--- config.mk ---
export PLATFORM = sky130hd
export DESIGN_NAME = muldiv_unit
export DESIGN_NICKNAME = d
export VERILOG_FILES = /design/src/rtl/muldiv_pkg.sv /design/src/rtl/muldiv_iter_core.sv /design/src/rtl/muldiv_unit.sv
export SDC_FILE = /design/constraint.sdc
export NUM_CORES = 1
export LEC_CHECK = 0
export ABC_AREA = 0
export CAP_MARGIN = 10
export CORE_UTILIZATION = 29
export CTS_BUF_LIST = sky130_fd_sc_hd__clkbuf_8
export DETAILED_ROUTE_END_ITERATION = 8
export GPL_ROUTABILITY_DRIVEN = 0
export PLACE_DENSITY = 0.45
export REMOVE_ABC_BUFFERS = 1
export SETUP_SLACK_MARGIN = 0.05
export SYNTH_ARGS = -nofsm -noshare
export SYNTH_HDL_FRONTEND = slang
export SYNTH_SLANG_ARGS = --single-unit
--- constraint.sdc ---
create_clock -name clk -period 4.5 [get_ports clk]
set_clock_uncertainty 0.1 [all_clocks]
set_input_delay 0.675 -clock clk [delete_from_list [all_inputs] [get_ports clk]]
set_output_delay 0.675 -clock clk [all_outputs]
set_load 0.005 [all_outputs]
--- src/rtl/muldiv_pkg.sv ---
// Shared types and helpers for the iterative RV32M multiply/divide unit.
package muldiv_pkg;

    typedef enum logic [2:0] {
        OP_MUL    = 3'd0,
        OP_MULH   = 3'd1,
        OP_MULHSU = 3'd2,
        OP_MULHU  = 3'd3,
        OP_DIV    = 3'd4,
        OP_DIVU   = 3'd5,
        OP_REM    = 3'd6,
        OP_REMU   = 3'd7
    } muldiv_op_e;

    typedef enum logic [1:0] {
        IDLE = 2'd0,
        CALC = 2'd1,
        DONE = 2'd2
    } muldiv_state_e;

    // funct3[2] separates the divide family from the multiply family
    function automatic logic is_div(input muldiv_op_e op);
        return op[2];
    endfunction

    // REM/REMU return the remainder half of the divide result
    function automatic logic is_rem(input muldiv_op_e op);
        return op[2] & op[1];
    endfunction

endpackage

--- src/rtl/muldiv_iter_core.sv ---
// Datapath for one bit per cycle shift-add multiply / restoring divide on
// unsigned magnitudes. hi:lo is the 2*W accumulator; for divide hi holds the
// partial remainder and lo the dividend shifting into the quotient.
module muldiv_iter_core #(
    parameter int DATA_WIDTH = 32
) (
    input  logic                  clk,
    input  logic                  rst_n,
    input  logic                  i_load,
    input  logic                  i_step,
    input  logic                  i_div,
    input  logic [DATA_WIDTH-1:0] i_a,
    input  logic [DATA_WIDTH-1:0] i_b,
    output logic                  o_last,
    output logic [DATA_WIDTH-1:0] o_next_hi,
    output logic [DATA_WIDTH-1:0] o_next_lo
);
    localparam int W     = DATA_WIDTH;
    localparam int CNT_W = $clog2(W);

    logic [W-1:0]     r_hi;
    logic [W-1:0]     r_lo;
    logic [W-1:0]     r_b;
    logic             r_div;
    logic [CNT_W-1:0] r_cnt;

    logic [W:0]       w_sum;
    logic [W:0]       w_rem_sh;
    logic             w_ge;
    logic [W-1:0]     w_sub;
    logic [W-1:0]     w_nhi;
    logic [W-1:0]     w_nlo;

    // The step currently in CALC is the last one when the counter reaches W-1
    assign o_last    = (r_cnt == CNT_W'(W - 1));
    assign o_next_hi = w_nhi;
    assign o_next_lo = w_nlo;

    // One iteration: conditional add then shift right (multiply), or shift
    // left then trial subtract (divide). The shifted remainder is always
    // below 2*divisor, so the low W bits of the subtraction are exact.
    always_comb begin
        w_sum    = {1'b0, r_hi} + (r_lo[0] ? {1'b0, r_b} : '0);
        w_rem_sh = {r_hi, r_lo[W-1]};
        w_ge     = (w_rem_sh >= {1'b0, r_b});
        w_sub    = w_rem_sh[W-1:0] - r_b;
        w_nhi    = w_sum[W:1];
        w_nlo    = {w_sum[0], r_lo[W-1:1]};
        if (r_div) begin
            w_nhi = w_ge ? w_sub : w_rem_sh[W-1:0];
            w_nlo = {r_lo[W-2:0], w_ge};
        end
    end

    // Accumulator, operand and iteration counter registers
    always_ff @(posedge clk or negedge rst_n) begin
        if (!rst_n) begin
            r_hi  <= '0;
            r_lo  <= '0;
            r_b   <= '0;
            r_div <= 1'b0;
            r_cnt <= '0;
        end else if (i_load) begin
            r_hi  <= '0;
            r_lo  <= i_a;
            r_b   <= i_b;
            r_div <= i_div;
            r_cnt <= '0;
        end else if (i_step) begin
            r_hi  <= w_nhi;
            r_lo  <= w_nlo;
            r_cnt <= r_cnt + CNT_W'(1);
        end
    end

endmodule

--- src/rtl/muldiv_unit.sv ---
// Iterative RV32M multiply/divide unit. Handles handshake, FSM, operand sign
// conditioning, divide special cases and final result negation; the
// iteration itself lives in muldiv_iter_core.
import muldiv_pkg::*;

module muldiv_unit #(
    parameter int DATA_WIDTH          = 32,
    parameter int REG_FILE_ADDR_WIDTH = 5
) (
    input  logic                           clk,
    input  logic                           rst_n,
    input  logic                           in_valid,
    output logic                           in_ready,
    input  logic [2:0]                     op,
    input  logic [DATA_WIDTH-1:0]          rs1_val,
    input  logic [DATA_WIDTH-1:0]          rs2_val,
    input  logic [REG_FILE_ADDR_WIDTH-1:0] rd_addr,
    input  logic                           flush,
    output logic                           busy,
    output logic                           out_valid,
    output logic [REG_FILE_ADDR_WIDTH-1:0] out_rd,
    output logic [DATA_WIDTH-1:0]          out_result
);
    localparam int W = DATA_WIDTH;
    localparam logic [W-1:0] MOST_NEG = {1'b1, {(W-1){1'b0}}};

    muldiv_state_e                r_state;
    muldiv_op_e                   r_op;
    logic                         r_neg;
    logic [REG_FILE_ADDR_WIDTH-1:0] r_rd;
    logic [W-1:0]                 r_result;

    muldiv_op_e   w_op;
    logic         w_accept;
    logic         w_rs1_signed;
    logic         w_rs2_signed;
    logic         w_a_neg;
    logic         w_b_neg;
    logic [W-1:0] w_a_mag;
    logic [W-1:0] w_b_mag;
    logic         w_res_neg;
    logic         w_div0;
    logic         w_ovf;
    logic         w_fast;
    logic [W-1:0] w_fast_res;
    logic         w_last;
    logic [W-1:0] w_hi;
    logic [W-1:0] w_lo;
    logic [2*W-1:0] w_prod_s;
    logic [W-1:0] w_quo_s;
    logic [W-1:0] w_rem_s;
    logic [W-1:0] w_final;

    assign w_op     = muldiv_op_e'(op);
    assign in_ready = (r_state == IDLE);
    assign busy     = (r_state != IDLE);
    assign w_accept = in_valid && in_ready;

    assign out_valid  = (r_state == DONE) && !flush;
    assign out_rd     = r_rd;
    assign out_result = r_result;

    // Operand signedness per funct3; MULHSU treats rs2 as unsigned
    always_comb begin
        w_rs1_signed = (w_op == OP_MUL) || (w_op == OP_MULH) || (w_op == OP_MULHSU) ||
                       (w_op == OP_DIV) || (w_op == OP_REM);
        w_rs2_signed = (w_op == OP_MUL) || (w_op == OP_MULH) ||
                       (w_op == OP_DIV) || (w_op == OP_REM);
        w_a_neg   = w_rs1_signed && rs1_val[W-1];
        w_b_neg   = w_rs2_signed && rs2_val[W-1];
        w_a_mag   = w_a_neg ? -rs1_val : rs1_val;
        w_b_mag   = w_b_neg ? -rs2_val : rs2_val;
        w_res_neg = is_rem(w_op) ? w_a_neg : (w_a_neg ^ w_b_neg);
    end

    // Divide-by-zero and signed overflow resolve at accept without iterating
    always_comb begin
        w_div0     = is_div(w_op) && (rs2_val == '0);
        w_ovf      = ((w_op == OP_DIV) || (w_op == OP_REM)) &&
                     (rs1_val == MOST_NEG) && (rs2_val == '1);
        w_fast     = w_div0 || w_ovf;
        w_fast_res = '0;
        if (w_div0)
            w_fast_res = is_rem(w_op) ? rs1_val : '1;
        else if (w_ovf)
            w_fast_res = is_rem(w_op) ? '0 : rs1_val;
    end

    // Apply the result sign to the value the final iteration produces
    always_comb begin
        w_prod_s = r_neg ? -{w_hi, w_lo} : {w_hi, w_lo};
        w_quo_s  = r_neg ? -w_lo : w_lo;
        w_rem_s  = r_neg ? -w_hi : w_hi;
        case (r_op)
            OP_MUL:                        w_final = w_prod_s[W-1:0];
            OP_MULH, OP_MULHSU, OP_MULHU:  w_final = w_prod_s[2*W-1:W];
            OP_DIV, OP_DIVU:               w_final = w_quo_s;
            default:                       w_final = w_rem_s;
        endcase
    end

    muldiv_iter_core #(
        .DATA_WIDTH (DATA_WIDTH)
    ) u_core (
        .clk       (clk),
        .rst_n     (rst_n),
        .i_load    (w_accept && !w_fast),
        .i_step    ((r_state == CALC) && !flush),
        .i_div     (is_div(w_op)),
        .i_a       (w_a_mag),
        .i_b       (w_b_mag),
        .o_last    (w_last),
        .o_next_hi (w_hi),
        .o_next_lo (w_lo)
    );

    // Control FSM; destination and result are held until the next op
    always_ff @(posedge clk or negedge rst_n) begin
        if (!rst_n) begin
            r_state  <= IDLE;
            r_op     <= OP_MUL;
            r_neg    <= 1'b0;
            r_rd     <= '0;
            r_result <= '0;
        end else begin
            case (r_state)
                IDLE: begin
                    if (in_valid) begin
                        r_op  <= w_op;
                        r_neg <= w_res_neg;
                        r_rd  <= rd_addr;
                        if (w_fast) begin
                            r_result <= w_fast_res;
                            r_state  <= DONE;
                        end else begin
                            r_state  <= CALC;
                        end
                    end
                end
                CALC: begin
                    if (flush) begin
                        r_state <= IDLE;
                    end else if (w_last) begin
                        r_result <= w_final;
                        r_state  <= DONE;
                    end
                end
                default: begin
                    r_state <= IDLE;
                end
            endcase
        end
    end

endmodule
* Yosys cells after proc, flatten, opt, wreduce, memory -nomap -nowiden
Index checks and enable logic that the tools add are counted.
W data, S select, Z words.
** Operators by class
- Add/sub/neg operators :: 8
- Bitwise gates (word level) :: 2
- Reductions and logical operators :: 31
- Multiplexer cells :: 31
- Equality and inequality tests :: 19
- Divide/modulo/power cells :: 0
- Shift operators :: 0
- Order comparisons :: 1
- $mul :: 0
** Operators by type and width (number)
- $mux W32 :: 20
- $neg A32 Y32 :: 4
- $pmux W32 S3 :: 1
- $eq A32 B32 Y1 const B :: 2
- $mux W64 :: 1
- $neg A64 Y64 :: 1
- $pmux W32 S2 :: 1
- $add A32 B33 Y33 :: 1
- $ge A33 B32 Y1 :: 1
- $logic_not A32 Y1 :: 1
- $sub A32 B32 Y32 :: 1
- $eq A3 B3 Y1 const B :: 4
- $mux W5 :: 2
- $eq A3 B2 Y1 const B :: 3
- $logic_and A1 B1 Y1 :: 9
- $logic_or A1 B1 Y1 :: 8
- $mux W2 :: 4
- $eq A3 B1 Y1 const B :: 2
- $logic_not A3 Y1 :: 2
- $reduce_bool A2 Y1 :: 3
- $add A5 B1 Y5 const B :: 1
- $eq A5 B5 Y1 const B :: 1
- $reduce_and A5 Y1 :: 1
- $ne A2 B1 Y1 const B :: 2
- 13 further kinds :: 16
** Word-level totals
- Word-level logic and storage cells :: 102
- Memories :: 0
- Flip-flop bits (word level) :: 145
- Bits in writable memories :: 0
- Bits of input ports :: 76
- Latch bits :: 0
- Memory bits (read-only) :: 0

* Depth between registers and ports, before layout
Gate-level depths: netlist of run 1.
- Depth in word-level cells :: 9
- Gate-level depth with buffers :: 23

* Modules after synthesis
Synthesis of run 1 repeated with hierarchy kept, for this count alone.
** Unflattened totals
- Cells, all modules :: 2127
- Area, all modules :: 16077.9 um2
** Modules (own cells, without submodules)
- muldiv_iter_core :: instances 1, sequential area each 2552.4 um2, area an instance 9312.7 um2, cells each 1167
- muldiv_unit :: instances 1, sequential area each 1076.0 um2, area an instance 6765.2 um2, cells each 960

* Worst setup path before layout of run 1
Ideal clock, no wire load.
- Path type :: flip-flop to flip-flop
- From :: register u_core.r_lo[0]
- To :: register r_result[30] (netlist: out_result[30])
- Arrival time :: 4632 ps
- Cell stages (with the launch flop) :: 19
- Slack :: -353 ps
- Required time :: 4279 ps
- Setup time :: 121 ps
- Period minus slack after synthesis :: 4853 ps
- Cells stage by stage :: dfrtp_1 -> clkbuf_1 -> and2_1 -> ha_1 -> inv_1 -> fa_1 -> nor2b_1 -> o2111ai_1 -> a2111oi_2 -> nor3_1 -> o31ai_1 -> xnor2_1 -> nor2_1 -> a2111oi_4 -> nand4_2 -> or4b_4 -> mux2i_1 -> or4_1 -> a22o_1
** Between the ends
- Longest elaborated chain between the ends :: 9
- Elaborated cells between the ends (all ways) :: 14
- Those cells by class :: 4 x add/sub; 10 x mux
** Ends and longest elaborated chain
- start, declared :: RTL line muldiv_iter_core.sv:22 : logic [W-1:0] r_lo;
- start signal, assigned :: RTL line muldiv_iter_core.sv:65 : r_lo <= i_a;
- start signal, assigned :: RTL line muldiv_iter_core.sv:71 : r_lo <= w_nlo;
- $mux W32 :: RTL line muldiv_iter_core.sv:43 : w_sum = {1'b0, r_hi} + (r_lo[0] ? {1'b0, r_b} : '0);
- $add A32 B33 Y33 :: RTL line muldiv_iter_core.sv:43
- $mux W32 :: RTL line muldiv_iter_core.sv:49 : if (r_div) begin
- $neg A64 Y64 / $neg A32 Y32 (equally long branches) :: RTL line muldiv_unit.sv:91, muldiv_unit.sv:93
- $mux W64 / $mux W32 (equally long branches) :: RTL line muldiv_unit.sv:91, muldiv_unit.sv:93
- $pmux W32 S3 (*) :: RTL line muldiv_unit.sv:94 : case (r_op)
- $mux W32 (*) :: RTL line muldiv_unit.sv:143 : end else if (w_last) begin
- $mux W32 (*) :: RTL line muldiv_unit.sv:141 : if (flush) begin
- $pmux W32 S2 (*) :: RTL line muldiv_unit.sv:126 : case (r_state)
- end signal, assigned :: RTL line muldiv_unit.sv:133 : r_result <= w_fast_res;
- end signal, assigned :: RTL line muldiv_unit.sv:144 : r_result <= w_final;
- end, declared :: RTL line muldiv_unit.sv:31 : logic [W-1:0] r_result;
Every way passes the cells marked *; elsewhere a longest branch is shown, timed or not. The select of a mux whose other input is x is not followed.
A chain may end at the register's enable or synchronous reset.

* Final worst setup path of run 1
- From :: register u_core.r_b[0]
- To :: register r_result[30] (netlist: out_result[30])
** Between the ends
- Longest elaborated chain between the ends :: 9
- Elaborated cells between the ends (all ways) :: 17
- Those cells by class :: 5 x add/sub; 1 x order compare; 11 x mux
** Ends and longest elaborated chain
- start, declared :: RTL line muldiv_iter_core.sv:23 : logic [W-1:0] r_b;
- start signal, assigned :: RTL line muldiv_iter_core.sv:66 : r_b <= i_b;
- $mux W32 (tied with other cells) :: RTL line muldiv_iter_core.sv:43
- $add A32 B33 Y33 / $mux W32 (equally long branches) :: RTL line muldiv_iter_core.sv:43, muldiv_iter_core.sv:50
- $mux W32 :: RTL line muldiv_iter_core.sv:49
- $neg A64 Y64 / $neg A32 Y32 (equally long branches) :: RTL line muldiv_unit.sv:91, muldiv_unit.sv:93
- $mux W64 / $mux W32 (equally long branches) :: RTL line muldiv_unit.sv:91, muldiv_unit.sv:93
- $pmux W32 S3 (*) :: RTL line muldiv_unit.sv:94
- $mux W32 (*) :: RTL line muldiv_unit.sv:143
- $mux W32 (*) :: RTL line muldiv_unit.sv:141
- $pmux W32 S2 (*) :: RTL line muldiv_unit.sv:126
Marks and branches as above.

==> impl_metrics.toml, run 1 <==
[pwr]
power.internal_w = 0.00817
pwr-share-seq = 0.125
swShare = 0.493
clkPwrFrac = 0.071
powerDensity_nw_per_um2 = 717
p_sw_w = 0.00793
power_frac_comb = 0.805
vdd_drop_max_mv = 0.360
leakagePower_nw = 9.56

[placement]
portBuffers = 115
pre_cts_ws_ps = -685
placed_area_um2 = 20200
dp_hpwl_um = 54100

[drt]
finalWirelength_um = 69200
vias_per_cell = 5.48
drt-pass1-iter-count = 8
num_vias = 17707
drt-initial-drc-count = 1619
drtAntennaViolNets = 0
wl_per_cell_um = 21.4
drcViolationCount = 0

[global_route]
use_met1 = 0.355
use_met3 = 0.0464
grt_pass1_vias = 17290
gr-total-overflow = 0
antenna_found_initial = 1
grt_util_met2 = 0.405
grt_start_max_net_pins = 83
grt_pass1_wl_um = 104000
grt.busiest_layer = "met2"
gr-usage-all-layers = 0.261

[synth]
synth_area_per_cell_um2 = 7.46
netlist.area_leader.share = 0.244
synth_area_um2 = 14900
synthArstFlopShare = 1.00
synth_xor_area_frac = 0.0817
synth_area_leaders = "dfrtp_1 (24%), a21oi_1 (6.8%), o21ai_0 (6.3%)"
synth_fa_ha_area_frac = 0.0623
synthSimpleGateAreaFrac = 0.228
synthCells = 1996
synth_area_leader_cell = "dfrtp_1"
synthDistinctLibCells = 87
synth_top_family_by_area = "compound AO/OA/AOI/OAI gates"
synth-edff-count = 0
yosys_warnings = 0
ys_seq_area_frac = 0.244
synth-compound-area-share = 0.288
synthMuxAreaShare = 0.0459
ys.flop_type = "dfrtp_1"
ys_ff_latch = 145

[cts]
cts-root-buf = "clkbuf_8"
clock-sinks = 145
cts_buffers = 17
clkTransAtPathRegs_ps = 100
clock_path_buffers = 2
htreeDepth = 4
cts_hold_buf = 0
clk_latency_ps = 600
cts_tree = "yes"

[cells_and_area]
n_antenna_cell = 0
area_growth_syn_to_layout_pct = 50.8
drive_gt1_frac = 0.324
nNetsFinal = 2698
design_area_um2 = 22500
layout_commonest_cell = "buf_4"
final_cell_mix = "buf_4 (486), nand2_1 (233), a21oi_1 (173), o21ai_0 (159), dfrtp_1 (142)"

[worst_setup_path]
arrival_ps = 5210
worstSetupStartpointType = "flip-flop"
path_cells = "buf_6 > ha_4 > nand4_1 > or4_4 > or3_4 > o211ai_4 > nor2_4 > buf_6 > a41o_1 > o31ai_2 > a2111oi_4 > nand4_2 > buf_4 > buf_4 > buf_4 > nor3_1 > mux2_1 > or4_4 > a22o_1"
critPathTopFamily = "simple AND/OR/NAND/NOR gates"
slowest_stage = "or4_4"
worstPathRequired_ps = 4890
crit_top_cell = "buf_4"
path_buf_inv = 5
path_class = "reg -> reg"
cp-end-kind = "flip-flop"
crit_fanout = 10
timing.critical_path.slowest_cell_delay_ps = 570

[die]
die-height_um = 229
ioPinCount = 116
chipWidth_um = 229
core_um2 = 50400
die_area_um2 = 52300
num_rows = 82
start_util = 0.296

[timing]
grt_setup_unrepaired = "true"
maxSlewViolCount = 0
min_period_ps = 4820
fmax_mhz = 207
finalCritPeriodShare = 1.07
final_hold_viol_count = 0
fin_ws_ps = -325
tightest_slew_ps = 960
setup_viol = 12
slew_headroom = 0.357

[outcome]
status = "finished, violations left"
violations = "negative setup slack"

[hold_path]
hp-class = "in -> async"

[flow_run]
maxCapViolations = 0
## synth_stat cells, types with 22 or more instances
cell and number:
a21oi_1 201, dfrtp_1 145, nor3_1 54, o221ai_1 27, xnor2_1 82, clkbuf_1 84
nand4_1 23, and2_1 45, nand3_1 58, nand2_1 247, xor2_1 57, mux2_2 25
o31ai_1 41, or3_1 22, o21ai_0 187, a21o_1 23, ha_1 71, nor2_1 150
a31oi_1 25, mux2i_1 39, inv_1 76
## metal layers
layer / part of all wire / vias to the layer above
li1: - / 8402
met1: 0.45 / 8569
met2: 0.45 / 609
met3: 0.063 / 125
met4: 0.038 / 2
met5: 0.00017 / -
## power by group through the flow
stage                     clock network (W)  registers [W]  logic [W]
final                               0.00114        0.00201     0.0130
after global routing                0.00122        0.00205     0.0138
after CTS                           0.00118        0.00198     0.0118
after detailed placement                  0        0.00198     0.0109
after global placement                    0        0.00197     0.0109
after floorplan                           0        0.00198    0.00531
## metrics by stage
| step | std cells | util | hold WS, ps | power (W) | setup TNS [ps] |
|---|---|---|---|---|---|
| floorplan | 1881 | - | 279 | 0.00729 | -61010 |
| global placement | 3147 | 0.401 | 376 | 0.0129 | -11590 |
| detailed placement | 3147 | 0.401 | 374 | 0.0129 | -12350 |
| CTS | 3207 | 0.426 | 72.8 | 0.0150 | -891 |
| global route | 3233 | 0.446 | 95.9 | 0.0171 | -3700 |
| finish | 3233 | 0.446 | 34.0 | 0.0161 | -1510 |
## layout make-up
cell class                      instances  area (um2)
Clock buffer                           18         248
Clock inverter                         13         136
Fill cell                            5084       27900
Inverter                               76         289
Multi-Input combinational cell       1660       11800
Sequential cell                       145        3630
Tap cell                              672         841
Timing Repair Buffer                  649        5500
## path summary, 6_finish.rpt
kind | startpoint | slack (ps) | cells past startpoint | to
max | u_core.r_b[0]$_DFFE_PN0P_ | -320 | 19 | out_result[30]$_DFFE_PN0P_
min | rst_n | 30 | 1 | u_core.r_b[21]$_DFFE_PN0P_
max reg2reg | u_core.r_b[0]$_DFFE_PN0P_ | -320 | 19 | out_result[30]$_DFFE_PN0P_
min reg2reg | out_result[5]$_DFFE_PN0P_ | 400 | 2 | out_result[5]$_DFFE_PN0P_
max in group asynchronous | rst_n | 3290 | 2 | out_result[11]$_DFFE_PN0P_
min in group clk | out_result[5]$_DFFE_PN0P_ | 400 | 2 | out_result[5]$_DFFE_PN0P_
## state kept, by name (all words and copies together) (netlist names)
signal / cells
u_core.r_b: 32
u_core.r_hi: 32
out_result: 32
r_op: 3
r_state: 2
u_core.r_div: 1
r_neg: 1
out_rd: 5
u_core.r_lo: 32
u_core.r_cnt: 5
## logic make-up after synthesis
family / after synthesis
buffers and inverters: 191
AND/OR/NAND/NOR: 707
AO/OA/AOI/OAI: 676
multiplexers: 65
adder cells (fa/ha/maj): 73
XOR/XNOR: 139
flip-flops: 145
## repair_timing
action | CTS | global route
pin swaps | 55 | 86
gates cloned | 2 | 0
endpoints found under the setup margin | 31 | 30
setup buffers | 29 | 29
gates resized for setup | 120 | 187
(Power assumes the default switching activity.)
==> run 2, diff against run 1 <==
--- a/config.mk
+++ b/config.mk
@@ -11,7 +11,6 @@
 export CTS_BUF_LIST = sky130_fd_sc_hd__clkbuf_8
 export DETAILED_ROUTE_END_ITERATION = 8
 export GPL_ROUTABILITY_DRIVEN = 0
-export PLACE_DENSITY = 0.45
 export REMOVE_ABC_BUFFERS = 1
 export SETUP_SLACK_MARGIN = 0.05
 export SYNTH_ARGS = -nofsm -noshare
==> impl_metrics.toml, run 2 (same netlist as run 1, synthesis figures left out) <==
[global_route]
grt_pass1_vias = 17789
grt_pass1_wl_um = 101000
antenna_found_initial = 1
grt_util_met2 = 0.396
grt.busiest_layer = "met2"
gr-total-overflow = 0
grt_start_max_net_pins = 89
use_met3 = 0.0408
gr-usage-all-layers = 0.246
use_met1 = 0.313

[cts]
htreeDepth = 4
cts_hold_buf = 0
clk_latency_ps = 590
cts_buffers = 17
clock-sinks = 145
cts_tree = "yes"
clock_path_buffers = 2
cts-root-buf = "clkbuf_8"
clkTransAtPathRegs_ps = 110

[die]
chipWidth_um = 229
core_um2 = 50400
die-height_um = 229
start_util = 0.296
die_area_um2 = 52300
num_rows = 82
ioPinCount = 116

[timing]
fmax_mhz = 213
fin_tns_setup_ps = -908
maxSlewViolCount = 0
grt_setup_unrepaired = "true"
setup_viol = 9
min_period_ps = 4690
finalCritPeriodShare = 1.04
whs_ps = 75.2
fin_ws_ps = -187
slew_headroom = 0.183
final_hold_viol_count = 0
tightest_slew_ps = 1220

[worst_setup_path]
ff2ff_path_depth = 17
r2r-start = "u_core.r_b[27]$_DFFE_PN0P_"
path_class = "reg -> reg"
crit_fanout = 8
regToRegSetupSlack_ps = -190
worstPathRequired_ps = 4870
startpoint = "u_core.r_b[27]$_DFFE_PN0P_"
arrival_ps = 5060
worstSetupStartpointType = "flip-flop"
timing.rr.end = "out_result[30]$_DFFE_PN0P_"
cp-end-kind = "flip-flop"

[placement]
portBuffers = 115
dp_hpwl_um = 49900
placed_area_um2 = 19900
pre_cts_ws_ps = -541

[pwr]
leakagePower_nw = 9.30
vdd_drop_max_mv = 0.353
powerDensity_nw_per_um2 = 703

[drt]
num_vias = 17939
drt-initial-drc-count = 1901
finalWirelength_um = 65500
drt-pass1-iter-count = 6
wl_per_cell_um = 20.6
drcViolationCount = 0
vias_per_cell = 5.64
drtAntennaViolNets = 0

[cells_and_area]
register_area_um2 = 3630
postLayoutCoreUtil = 0.434
layout_commonest_cell = "buf_4"
area_growth_syn_to_layout_pct = 46.6
drive_gt1_frac = 0.292
multi_input_area_um2 = 11700
nNetsFinal = 2642
nFillCells = 4947
n_antenna_cell = 0
design_area_um2 = 21800
final_cell_mix = "buf_4 (453), nand2_1 (239), a21oi_1 (177), o21ai_0 (167), nor2_1 (143)"

[flow_run]
maxCapViolations = 0

[outcome]
violations = "negative setup slack"
status = "finished, violations left"

[hold_path]
hp-class = "in -> async"
-- run 2: cell count changes in the layout (fill, tap and decap cells not counted), moves of 5 or more --
cell | previous run | this run
o21ai_0 | 159 | 167
inv_2 | 13 | 7
buf_4 | 486 | 453
nor3_2 | 10 | 5
inv_1 | 62 | 71
buf_6 | 34 | 14
nand2_1 | 233 | 239
-- run 2: worst max path at each step --
stage,end,slack [ps],cells after the start
floorplan,out_result[30]$_DFFE_PN0P_,-1640,10
global placement,out_result[11]$_DFFE_PN0P_,-450,19
detailed placement,out_result[6]$_DFFE_PN0P_,-540,22
CTS,out_result[28]$_DFFE_PN0P_,-90,15
global route,out_result[30]$_DFFE_PN0P_,-310,14
finish,out_result[30]$_DFFE_PN0P_,-190,17
-- run 2: critical path, stage by stage (launching register included) --
cell and delay [ps]:
dfrtp_1 380, inv_2 60, ha_4 300, nand4_1 270, or4_1 490, or3_4 370
o211a_4 200, buf_6 170, a21oi_4 140, buf_4 170, o21ai_1 90, o2bb2a_1 270
and4_4 240, nand2_1 90, nor4_2 240, mux2_1 340, or4_1 480, a22o_1 190
-- run 2: final cells by class --
type / instances / area share
Clock buffer: 17 / 0.0107
Clock inverter: 15 / 0.00836
Inverter: 76 / 0.0131
Multi-Input combinational cell: 1660 / 0.536
Sequential cell: 145 / 0.166
Tap cell: 672 / 0.0385
Timing Repair Buffer: 593 / 0.227
-- run 2: report_power, final --
group	switching, W	internal (W)
combinational	0.00669	0.00548
sequential	0.000362	0.00163
clock	0.000654	0.000554
-- run 2: timing repair --
action | 4_1_cts | 5_1_grt
buffers inserted | 19 | 15
resized for setup | 104 | 128
cloned | 2 | 0
endpoints found under the setup margin | 29 | 29
pin swaps | 41 | 55
-- run 2: layer usage --
metal  share of wire  up-vias
li1                -     8291
met1            0.42     8623
met2            0.46      823
met3           0.069      202
met4           0.055        0
met5               0        -
-- run 2: metrics by stage --
step	power [W]	cells
after floorplan	0.00729	1881
after global placement	0.0124	3112
after detailed placement	0.0125	3112
after CTS	0.0145	3165
after global routing	0.0162	3178
final	0.0154	3178
